**src/rtl/adder_bist_pkg.sv**
```systemverilog
// Shared constants, FSM encoding and corner-vector table for the adder BIST engine.
// Corner vectors are only used when ADDER_BIST_CORNER_EN is defined.
package adder_bist_pkg;

  localparam int WIDTH = 32;
  localparam logic [WIDTH-1:0] LFSR_MASK = 32'h80200003;

  typedef enum logic [2:0] {
    ST_IDLE,
    ST_DRIVE,
    ST_SETTLE,
    ST_CHECK,
    ST_DONE
  } state_e;

  localparam int FAIL_RC  = 0;
  localparam int FAIL_CBA = 1;
  localparam int FAIL_CLA = 2;
  localparam int FAIL_CSA = 3;

  localparam int CORNER_COUNT = 4;

  typedef struct packed {
    logic [WIDTH-1:0] a;
    logic [WIDTH-1:0] b;
    logic             cin;
  } vector_t;

  // Overflow, sign crossing, all-ones carry chain and a mixed pattern.
  function automatic vector_t corner_vector(input logic [1:0] idx);
    vector_t v;
    case (idx)
      2'd0:    v = '{a: 32'h7FFFFFFF, b: 32'h00000001, cin: 1'b0};
      2'd1:    v = '{a: 32'h80000000, b: 32'hFFFFFFFF, cin: 1'b0};
      2'd2:    v = '{a: 32'hFFFFFFFF, b: 32'hFFFFFFFF, cin: 1'b0};
      default: v = '{a: 32'h5A3F2D1C, b: 32'h4C7E9A8B, cin: 1'b1};
    endcase
    return v;
  endfunction

endpackage

```
**src/rtl/bist_lfsr32.sv**
```systemverilog
// 32-bit right-shifting Galois LFSR used as an operand source; load reseeds, step advances once.
module bist_lfsr32
  import adder_bist_pkg::*;
#(
  parameter logic [WIDTH-1:0] SEED = 32'h00000001
) (
  input  logic             clk,
  input  logic             rst_n,
  input  logic             load,
  input  logic             step,
  output logic [WIDTH-1:0] state
);

  always_ff @(posedge clk or negedge rst_n) begin
    if (!rst_n) begin
      state <= SEED;
    end else if (load) begin
      state <= SEED;
    end else if (step) begin
      state <= {1'b0, state[WIDTH-1:1]} ^ (state[0] ? LFSR_MASK : '0);
    end
  end

endmodule

```
**src/rtl/adder_bist_engine.sv**
```systemverilog
// BIST engine driving four adders in parallel and scoring them against a golden a+b+cin.
// Define ADDER_BIST_CORNER_EN to prepend the fixed corner vectors to each run.
module adder_bist_engine
  import adder_bist_pkg::*;
#(
  parameter int               NUM_VECTORS   = 256,
  parameter int               SETTLE_CYCLES = 2,
  parameter logic [WIDTH-1:0] SEED_A        = 32'hACE12B3F,
  parameter logic [WIDTH-1:0] SEED_B        = 32'h5EED0F17
) (
  input  logic             clk,
  input  logic             rst_n,
  input  logic             start,
  output logic [WIDTH-1:0] a_out,
  output logic [WIDTH-1:0] b_out,
  output logic             cin_out,
  input  logic [WIDTH-1:0] sum_rc,
  input  logic [WIDTH-1:0] sum_cba,
  input  logic [WIDTH-1:0] sum_cla,
  input  logic [WIDTH-1:0] sum_csa,
  input  logic             cout_rc,
  input  logic             cout_cba,
  input  logic             cout_cla,
  input  logic             cout_csa,
  output logic             busy,
  output logic             done,
  output logic             pass,
  output logic [15:0]      success_count,
  output logic [15:0]      failure_count,
  output logic             fail_valid,
  output logic [WIDTH-1:0] fail_a,
  output logic [WIDTH-1:0] fail_b,
  output logic             fail_cin,
  output logic [3:0]       fail_mask
);

  state_e           fsm_state;
  logic [15:0]      vec_idx;
  logic [3:0]       settle_cnt;
  logic [WIDTH-1:0] lfsr_a;
  logic [WIDTH-1:0] lfsr_b;
  logic             lfsr_load;
  logic             lfsr_step;
  logic             use_corner;
  vector_t          src;
  logic [WIDTH:0]   golden;
  logic [3:0]       mismatch;

  function automatic logic [15:0] sat_inc(input logic [15:0] v);
    return (v == 16'hFFFF) ? v : v + 16'd1;
  endfunction

  assign lfsr_load = ((fsm_state == ST_IDLE) || (fsm_state == ST_DONE)) && start;

`ifdef ADDER_BIST_CORNER_EN
  assign use_corner = (vec_idx < 16'(CORNER_COUNT));
`else
  assign use_corner = 1'b0;
`endif

  // LFSRs hold still while table vectors are being consumed.
  assign lfsr_step = (fsm_state == ST_CHECK) && !use_corner;

  bist_lfsr32 #(.SEED(SEED_A)) u_lfsr_a (
    .clk   (clk),
    .rst_n (rst_n),
    .load  (lfsr_load),
    .step  (lfsr_step),
    .state (lfsr_a)
  );

  bist_lfsr32 #(.SEED(SEED_B)) u_lfsr_b (
    .clk   (clk),
    .rst_n (rst_n),
    .load  (lfsr_load),
    .step  (lfsr_step),
    .state (lfsr_b)
  );

  always_comb begin
    src = '{a: lfsr_a, b: lfsr_b, cin: lfsr_a[WIDTH-1] ^ lfsr_b[0]};
`ifdef ADDER_BIST_CORNER_EN
    if (use_corner) src = corner_vector(vec_idx[1:0]);
`endif
  end

  assign golden = {1'b0, a_out} + {1'b0, b_out} + {{WIDTH{1'b0}}, cin_out};

  // Case inequality so X/Z on any adder output scores as a mismatch.
  always_comb begin
    mismatch           = '0;
    mismatch[FAIL_RC]  = ({cout_rc,  sum_rc}  !== golden);
    mismatch[FAIL_CBA] = ({cout_cba, sum_cba} !== golden);
    mismatch[FAIL_CLA] = ({cout_cla, sum_cla} !== golden);
    mismatch[FAIL_CSA] = ({cout_csa, sum_csa} !== golden);
  end

  always_ff @(posedge clk or negedge rst_n) begin
    if (!rst_n) begin
      fsm_state     <= ST_IDLE;
      vec_idx       <= '0;
      settle_cnt    <= '0;
      a_out         <= '0;
      b_out         <= '0;
      cin_out       <= 1'b0;
      busy          <= 1'b0;
      done          <= 1'b0;
      pass          <= 1'b0;
      success_count <= '0;
      failure_count <= '0;
      fail_valid    <= 1'b0;
      fail_a        <= '0;
      fail_b        <= '0;
      fail_cin      <= 1'b0;
      fail_mask     <= '0;
    end else begin
      case (fsm_state)
        ST_IDLE, ST_DONE: begin
          if (start) begin
            fsm_state     <= ST_DRIVE;
            vec_idx       <= '0;
            success_count <= '0;
            failure_count <= '0;
            fail_valid    <= 1'b0;
            fail_a        <= '0;
            fail_b        <= '0;
            fail_cin      <= 1'b0;
            fail_mask     <= '0;
            done          <= 1'b0;
            pass          <= 1'b0;
            busy          <= 1'b1;
          end
        end
        ST_DRIVE: begin
          a_out      <= src.a;
          b_out      <= src.b;
          cin_out    <= src.cin;
          settle_cnt <= 4'(SETTLE_CYCLES);
          fsm_state  <= ST_SETTLE;
        end
        ST_SETTLE: begin
          settle_cnt <= settle_cnt - 4'd1;
          if (settle_cnt <= 4'd1) fsm_state <= ST_CHECK;
        end
        ST_CHECK: begin
          if (mismatch == '0) begin
            success_count <= sat_inc(success_count);
          end else begin
            failure_count <= sat_inc(failure_count);
            if (!fail_valid) begin
              fail_valid <= 1'b1;
              fail_a     <= a_out;
              fail_b     <= b_out;
              fail_cin   <= cin_out;
              fail_mask  <= mismatch;
            end
          end
          if (vec_idx == 16'(NUM_VECTORS - 1)) begin
            fsm_state <= ST_DONE;
            busy      <= 1'b0;
            done      <= 1'b1;
            pass      <= (mismatch == '0) && (failure_count == '0);
          end else begin
            vec_idx   <= vec_idx + 16'd1;
            fsm_state <= ST_DRIVE;
          end
        end
        default: fsm_state <= ST_IDLE;
      endcase
    end
  end

endmodule

```
**config.mk**
```make
export PLATFORM = sky130hd
export DESIGN_NAME = adder_bist_engine
export DESIGN_NICKNAME = d
export VERILOG_FILES = /design/src/rtl/adder_bist_pkg.sv /design/src/rtl/bist_lfsr32.sv /design/src/rtl/adder_bist_engine.sv
export SDC_FILE = /design/constraint.sdc
export NUM_CORES = 1
export LEC_CHECK = 0
export CELL_PAD_IN_SITES_DETAIL_PLACEMENT = 0
export CELL_PAD_IN_SITES_GLOBAL_PLACEMENT = 1
export CORE_ASPECT_RATIO = 1.25
export CORE_MARGIN = 1.5
export CORE_UTILIZATION = 34
export CTS_BUF_LIST = sky130_fd_sc_hd__clkbuf_8
export CTS_CLUSTER_DIAMETER = 120
export DETAILED_ROUTE_END_ITERATION = 6
export HOLD_SLACK_MARGIN = 0.05
export PLACE_DENSITY = 0.68
export SYNTH_ARGS = -nofsm -noshare
export SYNTH_HDL_FRONTEND = slang
export SYNTH_SLANG_ARGS = --single-unit
```
**constraint.sdc**
```tcl
create_clock -name clk -period 10.15 [get_ports clk]
set_input_delay 3.045 -clock clk [delete_from_list [all_inputs] [get_ports clk]]
set_output_delay 3.045 -clock clk [all_outputs]
set_load 0.05 [all_outputs]
```
Yosys cells after proc, flatten, opt, wreduce, memory -nomap -nowiden. Index checks and enable logic that the tools add are counted.

Output and inout port bits: 170. Register bits: 257. Input bits: 135.

Reductions and logical operators: 17. $lt $le $gt $ge: 1. Add/subtract/negate cells: 6. Bitwise operators: 3. Equality and inequality tests: 20. Muxes and demuxes: 44.

Operators by type and width (count): $mux W32 (11); $nex A33 B33 Y1 (4); $pmux W32 S2 (2); $mux W16 (6); $pmux W16 S2 (3); $xor A31 B32 Y32 (2); $add A16 B1 Y16 const B (3); $add A32 B32 Y33 (1); $add A33 B1 Y33 (1); $eq A16 B16 Y1 const B (2); $eq A16 B8 Y1 const B (1); $logic_not A16 Y1 (1); $pmux W4 S2 (2); $ne A2 B2 Y1 const B (7); $mux W4 (3); $pmux W3 S4 (1); $reduce_and A4 Y1 (3); $pmux W1 S2 (5); $mux W3 (3); $reduce_and A3 Y1 (3); $mux W1 (8); $eq A3 B2 Y1 const B (2); $reduce_bool A2 Y1 (3); $le A4 B1 Y1 const B (1); other kinds (11) (13).

Longest topological paths before layout.
Depth in word-level cells: 7. Mapped depth: 17. Mapped depth without buffers: 14.

Hierarchy. From an unflattened synthesis, not the netlist that was laid out.

Cell total of the unflattened synthesis: 1778. Area total of the unflattened synthesis: 17057.6 um2.

Modules (own cells, without submodules): adder_bist_engine (seq. area each 4829.6 um2, instances 1, cells each 1560, area each 14278.7 um2); bist_lfsr32 at u_lfsr_b (seq. area each 824.5 um2, instances 1, cells each 109, area each 1397.6 um2); bist_lfsr32 at u_lfsr_a (seq. area each 823.3 um2, instances 1, cells each 109, area each 1381.3 um2).

Least setup slack after synthesis. Ideal clock, no wire load.

Path kind: input port to flip-flop. Start: input sum_cla[0]. End: register fail_mask[0]. Required time: 10.025 ns. Slack: 4.085 ns. Cell stages on the path: 13. Path buffers: 1. Arrival time: 5.940 ns. Path through: xnor2_1 > nand2_1 > a311oi_1 > o21ai_1 > or4_1 > or4_1 > nor4b_2 > nand4_1 > nor3_1 > nand4_2 > nand2_2 > buf_6 > mux2_2.

Longest elaborated chain between the ends: 4.

Ends and longest elaborated chain: start: declaration (line adder_bist_engine.sv:19) `input logic [WIDTH-1:0] sum_cla,`; $nex A33 B33 Y1 (line adder_bist_engine.sv:94) `mismatch[FAIL_CLA] = ({cout_cla, sum_cla} !== golden);`; $logic_not A4 Y1 (line adder_bist_engine.sv:146) `if (mismatch == '0) begin`; $ne A2 B2 Y1 (no source line); $reduce_and A4 Y1 (no source line); end signal: assignment (line adder_bist_engine.sv:155) `fail_mask <= mismatch;`; end: declaration (line adder_bist_engine.sv:34) `output logic [3:0] fail_mask`.

Every way passes these cells. A chain may end at the register's enable or synchronous reset.

Worst setup path in the final report.
Start: input sum_cla[0]. End: register fail_b[12].

Longest elaborated chain between the ends: 4.

Ends and longest elaborated chain: $nex A33 B33 Y1 (line adder_bist_engine.sv:94); $logic_not A4 Y1 (line adder_bist_engine.sv:146); $ne A2 B2 Y1 (no source line); $reduce_and A4 Y1 (no source line); end signal: assignment (line adder_bist_engine.sv:153) `fail_b <= b_out;`; end: declaration (line adder_bist_engine.sv:32) `output logic [WIDTH-1:0] fail_b,`.

Every way passes these cells.

==> results.tsv <==
metric	value	unit
Crit. path cell count	15	
Avg Cell Area, Syn	9.70	um^2
DRT iter0 DRCs	678	
top-area cell type share of the netlist area	35.1	%
status	completed	
Setup CP Type	in2reg	
wire per inst	22.9	um
# setup viols final	0	
DRT Pass-1 Iters	5	
hold crit path type	reg2reg	
setup slack after layout	2.88	ns
cell taking the most area after synthesis	dfrtp_1	
Synth Area in Simple Gates	15.6	%
relative slew slack	17.4	%
crit path capture	fail_b[12]	
Worst R2R Path Depth	15	
CP bufs+invs	3	
GR met1 Demand/Resource	30.1	%
routing usage on met2	40.7	%
flops & latches, synth	257	
Remaining DRCs	0	
Die W	195	um
Core Box Area	0.0453	mm^2
Layout area overhead	27.9	%
library cells used by synthesis	83	
RR Startpoint	cin_out	
syn_nets	1792	
H-tree depth	2	
Seq/Total Area, Yosys	41.3	%
Antenna Nets Post-Route	0	
I/O Pins	305	
maximum VDD drop	0.150	mV
XOR/XNOR share of the synthesized area	9.95	%
final HPWL from detailed placement	42.9	mm
Critical Path Source	sum_cla[0]	
YS warnings	0	
Final nets	2071	
post-synthesis instance total	1618	
post-synthesis compound-gate area fraction	15.7	%
startpoint types	input port	
post_cts resized	0	
Top FF cell, synth	dfrtp_1	
grt peak-use layer	met2	
# rows	87	
Tcrit/Tclk final	71.6	%
Port-buffer cells	304	
max-cap violations	0	
top cells by area, synth	dfrtp_1 35%, dfstp_2 6.2%, xnor2_1 5.4%	
vias per cell	5.46	
hold buffer count at cts	0	
largest net degree at the start of global routing	111	
Placement Setup Slack	2.30	ns
clk sink count	257	
Setup Buffers After CTS	0	
Initial Utilization	34.7	%
Final Critical Period	7.27	ns
reg-to-reg slack, setup	3.50	ns
vias in the first global route	14200	
Crit path required time	10.63	ns
fraction of layout cells with a size suffix above 1	11.0	%
fmax	138	MHz
most used cell, CP	or4_1	
arrival time at the worst endpoint	7.75	ns
CTS buffer count	42	
clk slew on worst S/H paths	0.06	ns
CTS tree	yes	
Leakage	8.48	nW
Slowest cell on crit path	or4_1	
Die ar.	0.0475	mm^2
unrepaired setup endpoints after global routing	no	
Least-Margin Pin Slew	1.23	ns
GPL Wtd Cong	0.946	
EDFF count, synth	0	
root buffer cell	clkbuf_8	
largest family of logic cells by synthesized area	compound AO/OA/AOI/OAI gates	
CP Capture Type	flop	
Clk Latency, worst-skew pair	0.56	ns
Fin. Hold Viols	0	
ys async rst share	100	%
antenna violations before repair	1	
Final Max Tran Viols	0	
setup TNS	0	ns
first-pass GRT wire length	87.6	mm
total number of vias	13700	
Critical Path Max Stage Delay	0.60	ns
GRT Resource Usage Total	24.0	%
hold path cells	2	
delay-heaviest family, CP	simple AND/OR/NAND/NOR gates	
critical path peak fanout	38	
mux contribution to synthesized area	9.68	%
die height	243	um
grt ovf	0	
clock skew	0.0145	ns
Post-Syn Area	0.0157	mm^2
CTS Buffer Depth	3	
worst reg2reg endpoint	fail_b[12]	
adder-cell share of the synthesized area	3.21	%
Routed Wire Length	57.4	mm
PD cells	406	mW/mm^2
routing usage on met3	3.96	%
worst path cell trace	clkdlybuf4s50_1 > xnor2_1 > nand2_1 > a311oi_1 > o21ai_1 > or4_1 > or4_1 > nor4b_2 > nand4_1 > nor3_1 > nand4_2 > buf_4 > nand2_4 > buf_12 > mux2i_1	
## flip-flops by register name, summed over array words and instances, names as in the netlist, 16 cells and up
register        flops
fail_a             32
a_out              32
fail_b             32
u_lfsr_a.state     32
u_lfsr_b.state     32
b_out              32
failure_count      16
vec_idx            16
success_count      16
## per-stage QoR
| stage | power [mW] | std cells | instance area (um^2) | util, % | hold WS, ns |
|---|---|---|---|---|---|
| finish | 8.15 | 2509 | 20100 | 44.3 | 0.490 |
| global route | 8.63 | 2509 | 20100 | 44.3 | 0.528 |
| CTS | 8.18 | 2508 | 20100 | 44.3 | 0.494 |
| detailed placement | 7.19 | 2431 | 19200 | 42.4 | 0.473 |
| global placement | 7.18 | 2431 | 19200 | 42.4 | 0.466 |
| floorplan | 5.41 | 1618 | 15700 | - | 0.460 |
## worst min-delay path by stage
stage / slack (ns) / startpoint / endpoint
after floorplan: 0.46 / vec_idx[0] / vec_idx[0]
after global placement: 0.47 / busy / busy
after detailed placement: 0.47 / busy / busy
after CTS: 0.49 / u_lfsr_a.state[23] / u_lfsr_a.state[22]
after global routing: 0.53 / u_lfsr_a.state[23] / u_lfsr_a.state[22]
final: 0.49 / u_lfsr_a.state[23] / u_lfsr_a.state[22]
## area by class of cell
| cell class | count | area (um^2) |
|---|---|---|
| tap | 578 | 723 |
| sequential | 257 | 6480 |
| clock buffer | 53 | 729 |
| fill | 4457 | 25200 |
| clock inverter | 24 | 155 |
| inverter | 90 | 338 |
| antenna | 1 | 2.50 |
| timing repair buffer | 314 | 3140 |
| multi-input combinational | 1192 | 8520 |
## cell usage in the layout, fill, tap and decap left out, types with 11 or more instances in the layout
master / synthesis / layout
a221o_1: 13 / 13
dfstp_2: 37 / 37
clkdlybuf4s50_1: 0 / 303
and3_1: 35 / 33
or3_1: 12 / 12
mux2_2: 68 / 68
o211ai_1: 12 / 12
a21oi_1: 81 / 81
nand2b_1: 19 / 19
a211oi_1: 11 / 11
clkbuf_8: 0 / 53
a22o_1: 22 / 22
dfrtp_1: 220 / 220
xor2_1: 65 / 65
nor3_1: 42 / 42
nor4_1: 11 / 11
nand3_1: 30 / 30
o21ai_0: 47 / 47
ha_1: 37 / 37
o21ai_1: 13 / 13
a21o_1: 27 / 27
o22a_1: 32 / 32
nand2_1: 167 / 166
xnor2_1: 96 / 96
inv_1: 90 / 106
nor2_1: 91 / 90
mux2i_1: 73 / 73
nand4_1: 29 / 29
## routing by layer
layer  part of all wire, %  vias up
li1                      -     6342
met1                    43     6784
met2                    48      450
met3                   5.5      113
met4                   4.3        0
met5                     0        -
## cells by family after synthesis
| kind of cell | Yosys count |
|---|---|
| compound gates | 347 |
| simple gates | 495 |
| xor+xnor | 168 |
| flops | 257 |
| fa+ha+maj | 39 |
| buf+inv | 169 |
| mux | 143 |
## power by group
group / leakage, nW / switching [mW] / internal [mW]
Combinational: 4.74 / 3.45 / 1.93
Clock: 0.510 / 0.427 / 0.522
Sequential: 3.22 / 0.401 / 1.42
Total: 8.48 / 4.28 / 3.88
## worst min-delay path, delay by kind of cell, from the launching register on
family,cells,cell delay (ns)
DFF,1,0.37
and+or+nand+nor,2,0.11
## synth_stat cells, drive strengths merged (7+ instances only)
cell and n:
nor4 13, and2 9, dfrtp 220, nand3 30, xor2 65, a221o 13, o22a 32, a22o 22
o211ai 13, nand4 31, inv 90, or4 10, a211oi 13, nand2b 19, ha 37, clkbuf 53
a21o 27, mux2i 73, o21a 7, nand2 169, a21oi 87, nor2 93, buf 26, mux2 70
a221oi 8, xnor2 97, and3 35, nor3 42, dfstp 37, o21ai 64, a2111oi 11, or3 12
No activity file was read; power rests on OpenSTA's default activity.
